**src/rtl/multicycle_controller.sv**
```systemverilog
// Sequencing FSM for the multicycle RV32I datapath: steps FETCH/DECODE/EXEC/MEM/WB.
// Latency: 3 to 5 cycles per instruction with zero wait states, plus one per memory wait cycle.
// Backpressure: FETCH and MEM hold MemReq/IorD/MemWe stable until mem_ready; TRAP is left only by reset.
module multicycle_controller #(
    parameter int unsigned FETCH_WAIT_MAX = 0
) (
    input  logic       clk,
    input  logic       reset,
    input  logic [6:0] Opcode,
    input  logic       BrTaken,
    input  logic       mem_ready,
    output logic       MemReq,
    output logic       MemWe,
    output logic       IorD,
    output logic       IRWrite,
    output logic       PCWrite,
    output logic [1:0] PCSrc,
    output logic [1:0] ALUSrcA,
    output logic [1:0] ALUSrcB,
    output logic [1:0] ALUOp,
    output logic       RegWrite,
    output logic [1:0] WBSel,
    output logic       retire,
    output logic       illegal,
    output logic [2:0] state_o
);

    typedef enum logic [2:0] {
        S_FETCH  = 3'd0,
        S_DECODE = 3'd1,
        S_EXEC   = 3'd2,
        S_MEM    = 3'd3,
        S_WB     = 3'd4,
        S_TRAP   = 3'd5
    } state_t;

    localparam logic [6:0] OP_R     = 7'b0110011;
    localparam logic [6:0] OP_I     = 7'b0010011;
    localparam logic [6:0] OP_LW    = 7'b0000011;
    localparam logic [6:0] OP_SW    = 7'b0100011;
    localparam logic [6:0] OP_BR    = 7'b1100011;
    localparam logic [6:0] OP_JAL   = 7'b1101111;
    localparam logic [6:0] OP_JALR  = 7'b1100111;
    localparam logic [6:0] OP_LUI   = 7'b0110111;
    localparam logic [6:0] OP_AUIPC = 7'b0010111;

    state_t      state_q, state_d;
    logic [31:0] wait_q, wait_d;
    logic        op_legal;

    // Opcode legality check used by DECODE.
    always_comb begin
        case (Opcode)
            OP_R, OP_I, OP_LW, OP_SW, OP_BR,
            OP_JAL, OP_JALR, OP_LUI, OP_AUIPC: op_legal = 1'b1;
            default:                           op_legal = 1'b0;
        endcase
    end

    // State and consecutive fetch-wait counter.
    always_ff @(posedge clk or posedge reset) begin
        if (reset) begin
            state_q <= S_FETCH;
            wait_q  <= '0;
        end else begin
            state_q <= state_d;
            wait_q  <= wait_d;
        end
    end

    // Next state and per-cycle datapath controls; everything is forced low while reset is held.
    always_comb begin
        state_d  = state_q;
        wait_d   = '0;
        MemReq   = 1'b0;
        MemWe    = 1'b0;
        IorD     = 1'b0;
        IRWrite  = 1'b0;
        PCWrite  = 1'b0;
        PCSrc    = 2'b00;
        ALUSrcA  = 2'b00;
        ALUSrcB  = 2'b00;
        ALUOp    = 2'b00;
        RegWrite = 1'b0;
        WBSel    = 2'b00;
        retire   = 1'b0;
        illegal  = 1'b0;
        case (state_q)
            S_FETCH: begin
                MemReq  = 1'b1;
                ALUSrcB = 2'b01;
                if (mem_ready) begin
                    IRWrite = 1'b1;
                    PCWrite = 1'b1;
                    state_d = S_DECODE;
                end else if ((FETCH_WAIT_MAX != 0) && (wait_q == FETCH_WAIT_MAX - 1)) begin
                    state_d = S_TRAP;
                end else begin
                    wait_d = wait_q + 32'd1;
                end
            end
            S_DECODE: begin
                // ALUOut captures OldPC+imm for branch/JAL targets.
                ALUSrcA = 2'b10;
                ALUSrcB = 2'b10;
                state_d = op_legal ? S_EXEC : S_TRAP;
            end
            S_EXEC: begin
                case (Opcode)
                    OP_R: begin
                        ALUSrcA = 2'b01; ALUSrcB = 2'b00; ALUOp = 2'b10;
                        state_d = S_WB;
                    end
                    OP_I: begin
                        ALUSrcA = 2'b01; ALUSrcB = 2'b10; ALUOp = 2'b11;
                        state_d = S_WB;
                    end
                    OP_LW, OP_SW: begin
                        ALUSrcA = 2'b01; ALUSrcB = 2'b10;
                        state_d = S_MEM;
                    end
                    OP_BR: begin
                        ALUSrcA = 2'b01; ALUSrcB = 2'b00; ALUOp = 2'b01;
                        PCWrite = BrTaken;
                        PCSrc   = BrTaken ? 2'b01 : 2'b00;
                        retire  = 1'b1;
                        state_d = S_FETCH;
                    end
                    OP_JAL: begin
                        // PC already holds OldPC+4, which is the link value.
                        RegWrite = 1'b1; WBSel = 2'b10;
                        PCWrite = 1'b1; PCSrc = 2'b01;
                        retire  = 1'b1;
                        state_d = S_FETCH;
                    end
                    OP_JALR: begin
                        ALUSrcA = 2'b01; ALUSrcB = 2'b10;
                        RegWrite = 1'b1; WBSel = 2'b10;
                        PCWrite = 1'b1; PCSrc = 2'b10;
                        retire  = 1'b1;
                        state_d = S_FETCH;
                    end
                    OP_LUI: begin
                        RegWrite = 1'b1; WBSel = 2'b11;
                        retire  = 1'b1;
                        state_d = S_FETCH;
                    end
                    OP_AUIPC: begin
                        RegWrite = 1'b1; WBSel = 2'b00;
                        retire  = 1'b1;
                        state_d = S_FETCH;
                    end
                    default: state_d = S_TRAP;
                endcase
            end
            S_MEM: begin
                MemReq = 1'b1;
                IorD   = 1'b1;
                MemWe  = (Opcode == OP_SW);
                if (mem_ready) begin
                    if (Opcode == OP_SW) begin
                        retire  = 1'b1;
                        state_d = S_FETCH;
                    end else begin
                        state_d = S_WB;
                    end
                end
            end
            S_WB: begin
                RegWrite = 1'b1;
                WBSel    = (Opcode == OP_LW) ? 2'b01 : 2'b00;
                retire   = 1'b1;
                state_d  = S_FETCH;
            end
            S_TRAP: begin
                illegal = 1'b1;
            end
            default: state_d = S_TRAP;
        endcase
        if (reset) begin
            MemReq   = 1'b0;
            MemWe    = 1'b0;
            IorD     = 1'b0;
            IRWrite  = 1'b0;
            PCWrite  = 1'b0;
            PCSrc    = 2'b00;
            ALUSrcA  = 2'b00;
            ALUSrcB  = 2'b00;
            ALUOp    = 2'b00;
            RegWrite = 1'b0;
            WBSel    = 2'b00;
            retire   = 1'b0;
            illegal  = 1'b0;
        end
    end

    assign state_o = state_q;

endmodule

```
**config.mk**
```make
export PLATFORM = sky130hd
export DESIGN_NAME = multicycle_controller
export DESIGN_NICKNAME = d
export VERILOG_FILES = /design/src/rtl/multicycle_controller.sv
export SDC_FILE = /design/constraint.sdc
export NUM_CORES = 1
export LEC_CHECK = 0
export CAP_MARGIN = 10
export CORE_MARGIN = 3
export CORE_UTILIZATION = 33
export DETAILED_ROUTE_END_ITERATION = 12
export GPL_ROUTABILITY_DRIVEN = 0
export GPL_TIMING_DRIVEN = 0
export PLACE_DENSITY = 0.74
export SLEW_MARGIN = 10
export SYNTH_ARGS = -nofsm -noshare
export SYNTH_HDL_FRONTEND = slang
export SYNTH_SLANG_ARGS = --single-unit
```
**constraint.sdc**
```tcl
create_clock -name clk -period 2.77 [get_ports clk]
set_input_delay 0.831 -clock clk [delete_from_list [all_inputs] [get_ports clk]]
set_output_delay 0.831 -clock clk [all_outputs]
set_load 0.02 [all_outputs]
```
; ---- Yosys cells after proc, flatten, opt, wreduce, memory -nomap -nowiden
; Index checks and enable logic that the tools add are counted.
[totals]
reg_bits = 3
latch_bits = 0
ramBits = 0
rom_bits = 0
in_bits = 11
output_inout_bits = 21
word_cells = 75
mem_count = 0
[op_classes]
add_sub_neg = 0
multipliers = 0
div_mod_pow = 0
order_cmp = 0
eq_ne = 16
n_shift = 0
mux = 46
bitwise_logic = 1
n_reduce_logical = 11
[op_table]
columns = op, count
row1 = $mux 1, 22
row2 = $eq 7x6->1 const B, 3
row3 = $eq 7x7->1 const B, 3
row4 = $pmux 2 s3, 3
row5 = $pmux 3 s6, 1
row6 = $mux 2, 8
row7 = $eq 7x5->1 const B, 2
row8 = $mux 3, 4
row9 = $pmux 2 s2, 3
row10 = $pmux 3 s3, 1
row11 = $reduce_or 9->1, 1
row12 = $reduce_or 2->1, 4
row13 = $reduce_or 4->1, 2
row14 = $eq 7x2->1 const B, 1
row15 = $eq 3x2->1 const B, 2
row16 = $eq 3x3->1 const B, 2
row17 = $pmux 1 s2, 3
row18 = $reduce_or 6->1, 1
row19 = $reduce_or 5->1, 1
row20 = $ne 2x2->1 const B, 2
row21 = $eq 3x1->1 const B, 1
row22 = $logic_not 3->1, 1
row23 = $pmux 1 s3, 1
row24 = $reduce_and 3->1, 1
row25 = $not 1->1, 1

; ---- Logic depth before layout (Yosys ltp)
[depth]
ltp_word = 5
mapped_depth = 6
ltp_nobuf = 4

; ---- Worst setup path after synthesis
; No wires, ideal clock.
[synth_path]
kind = input to output
startpoint = input Opcode[3]
endpoint = output retire
arrival_ns = 2.263
path_slack_ns = -0.324
cell_stages = 4
cell_sequence = and4bb_2 or3b_1 or3_1 a31oi_1
[synth_via]
elab_chain_len = 5
elab_cells_between_ends = 12
cone_classes = eq/ne (6) / mux (5) / reduce/logical (1)
[synth_lines]
columns = element, line
row1 = "start, declared", 9  ; input logic [6:0] Opcode,
row2 = "$eq 7x5->1, or another cell as far along", 109  ; case (Opcode)
row3 = $reduce_or 5->1 (no source line) or $mux 1 (tied branches), n/a
row4 = $mux 1 (on tied branches), "109, 160"
row5 = $pmux 1 s3 (*), 88  ; case (state_q)
row6 = $mux 1 (*), 180  ; if (reset) begin
row7 = "end, declared", 23  ; output logic retire,
; Every way passes the cells marked *; elsewhere a longest branch is shown, timed or not.

; ---- Worst setup path in the final report
; Ends and elaborated chain as after synthesis.

==> flow_summary.ini <==
[clock_tree]
htree_levels = 1
holdBufCountCts = 0
tritoncts = done
numCtsBuffers = 3
cts_sinks = 3
clk_latency_ns = 0.25
clk_pin_slew_ns = 0.04
cts_buffer_depth = 2
root_buffer = clkbuf_4

[logic_synthesis]
synthCells = 87
synth_seq_cells = 3
seq_area_frac_synth_pct = 13.5
yosys.area.top_type = dfrtp_1
synth_top_area_share_pct = 13.5
syn_nets = 98
ys_warn_count = 0
syn_area_per_cell_sq_um = 6.40
synth.distinct_cells = 33
synth_area_leaders = dfrtp_1, nor2_1, nand2b_1, a31oi_1, a21oi_1
syn-cell-area_sq_um = 557

[outcome]
status = finished with violations
violations = negative setup slack

[sta]
timing.setup.tns_ns = -1.18
worst_pin_slew_ns = 0.353
rsz0062_at_grt = yes
min_period_ns = 3.05
hold_viol = 0
fmax_mhz = 328
timing.hold.ws_ns = 0.583
setup_viol = 10
maxSlewViolCount = 0
setup_slack_ns = -0.280
finalCritPeriodShare_pct = 110
finClkSkew_ns = 0.00604
maxSlewHeadroom_pct = 76.2

[pwr]
swShare_pct = 48.2
power_mw = 0.543
peakVddDrop_v = 0.000272
power_density_mw_per_mm2 = 469
pwr-share-seq_pct = 17.9
pwr-share-clk_pct = 15.2
p_sw_mw = 0.262
p_leak_nw = 0.553
p_comb_share_pct = 66.8
p_int_mw = 0.281

[drt]
dr.first_iter.drc_count = 18
drc = 0
detail_route.wirelength_microns = 2510
drtPass1Iterations = 4
met2_length_microns = 1260
vias_per_cell = 6.01
met1_length_microns = 1000
wl_met3_microns = 191
wire_per_inst_microns = 16.6
top_layer_used = met4
ant_nets = 0
num_vias = 908

[global_routing]
antenna_found_initial = 0
track_usage_pct = 21.1
grt_max_degree = 12
grt_pass1_wl_microns = 3440
overflow = 0
grt_pass1_vias = 793

[critical_path]
crit_fanout = 2
worstPathArrival_ns = 2.22
critPathKind = in2out
critical_path.max_stage_delay_ns = 0.39
cp_data_required_time_ns = 1.94
startpoint_type = input port
cp_slowest_cell = or3b_4
crit_chain = buf_8 -> and4bb_2 -> or3b_4 -> or3_4 -> a31oi_4 -> buf_6
path_delay_family = simple AND/OR/NAND/NOR gates
crit_path_end_kind = output pin
critPathBufInv = 2

[final_layout]
drive_gt1_share_pct = 49.6
fin_nets = 147
fillers = 126
final_area_sq_mm = 0.00116
utilization_pct = 75.1
ff_latch_area_sq_um = 76.3
multi_input_area_sq_um = 584
antennaDiodeCount = 0
syn_to_final_growth_pct = 108
largest_reg_flops = 3

[die]
fp.dieW_microns = 47.1
die_h_microns = 47.1
ios = 32
coreArea_sq_mm = 0.00154
initial_core_util_pct = 36.1
rows = 14
dieArea_sq_mm = 0.00222

[hold_path]
hold_class = in2async

[placement]
dp_hpwl_microns = 1450
portBuffers = 30
place_area_sq_um = 922

[run]
cap_violations = 0
==> worst register-to-register path: stages, from the launching register on <==
cell	delay (ns)
dfrtp_1	0.50
nand2b_1	0.26
or4_1	0.56
a32o_1	0.25
==> per-layer routing <==
metal	vias to the layer above	GRT usage, %
met4	0	4.97
met1	435	25.9
li1	416	-
met3	9	2.30
met2	48	39.0
met5	-	0
==> stage by stage <==
step / worst slack [ns] / instances
after floorplan: -0.165 / 87
after global placement: -1.38 / 133
after detailed placement: -1.40 / 133
after CTS: -0.328 / 144
after global routing: -0.308 / 151
final: -0.280 / 151
==> timing repair <==
item / in CTS / in global routing
resized for setup: 110 / 32
pin swaps: 8 / 12
endpoints found under the setup margin: 18 / 14
buffers inserted: 10 / 8
==> Yosys cell counts <==
library cell  instances
a211o_1               2
a21boi_0              1
a21o_1                1
a21oi_1               6
a22oi_1               1
a31oi_1               5
a32o_1                1
and2_1                1
and3_1                1
and4_1                1
and4bb_2              1
buf_2                 1
clkbuf_1              5
dfrtp_1               3
inv_1                 4
nand2_1               6
nand2b_1              7
nand3_1               1
nand3b_1              1
nand4bb_1             1
nor2_1               12
nor2b_1               3
nor3_1                3
nor3b_1               2
nor4_1                3
nor4b_1               1
o21a_1                1
o21ai_0               4
o31a_1                1
o32ai_1               1
or3_1                 4
or3b_1                1
or4_1                 1
==> cell families after synthesis <==
group | share of synthesized area [%]
DFF | 13.5
buffers and inverters | 6.96
and+or+nand+nor | 51.5
AOI/OAI and AO/OA | 28.1
==> worst paths after layout <==
kind                                           to  cells after the start  slack, ns              startpoint
setup reg to reg           state_o[0]$_DFFE_PP0P_                      3       1.08  state_o[1]$_DFFE_PP0P_
setup / recovery                           retire                      6      -0.28               Opcode[3]
min in group clk           state_o[2]$_DFFE_PP0P_                      3       0.72  state_o[2]$_DFFE_PP0P_
max in group asynchronous  state_o[2]$_DFFE_PP0P_                      2       2.02                   reset
hold reg to reg            state_o[2]$_DFFE_PP0P_                      3       0.72  state_o[2]$_DFFE_PP0P_
hold / removal             state_o[1]$_DFFE_PP0P_                      2       0.58                   reset
==> layout by cell type, fill, tap and decap left out, drive strengths merged, types with 2 or more instances in the layout <==
master,synthesis,routed
nor2b,3,3
inv,4,4
or3,4,4
dlygate4sd2,0,5
a31oi,5,5
nor3,3,3
dlymetal6s2s,0,3
a211o,2,2
clkbuf,5,7
nand2,6,6
nand2b,7,7
o21ai,4,4
buf,1,36
nor3b,2,2
clkdlybuf4s50,0,3
a21oi,6,6
nor2,12,12
dfrtp,3,3
nor4,3,3
==> area by class of cell <==
class | count | area share (%)
Inverter | 4 | 1.30
Buffer | 3 | 1.73
Tap cell | 16 | 1.73
Multi-Input combinational cell | 74 | 50.5
Sequential cell | 3 | 6.59
Clock buffer | 4 | 2.27
Timing Repair Buffer | 47 | 35.9
==> power by group through the flow <==
stage | clock, mW | combinational (mW) | sequential, mW
finish | 0.0826 | 0.363 | 0.0974
global route | 0.0852 | 0.389 | 0.0995
CTS | 0.0813 | 0.342 | 0.0937
detailed placement | 0 | 0.364 | 0.0717
global placement | 0 | 0.363 | 0.0702
floorplan | 0 | 0.207 | 0.0890
No activity file was read; power rests on OpenSTA's default activity.
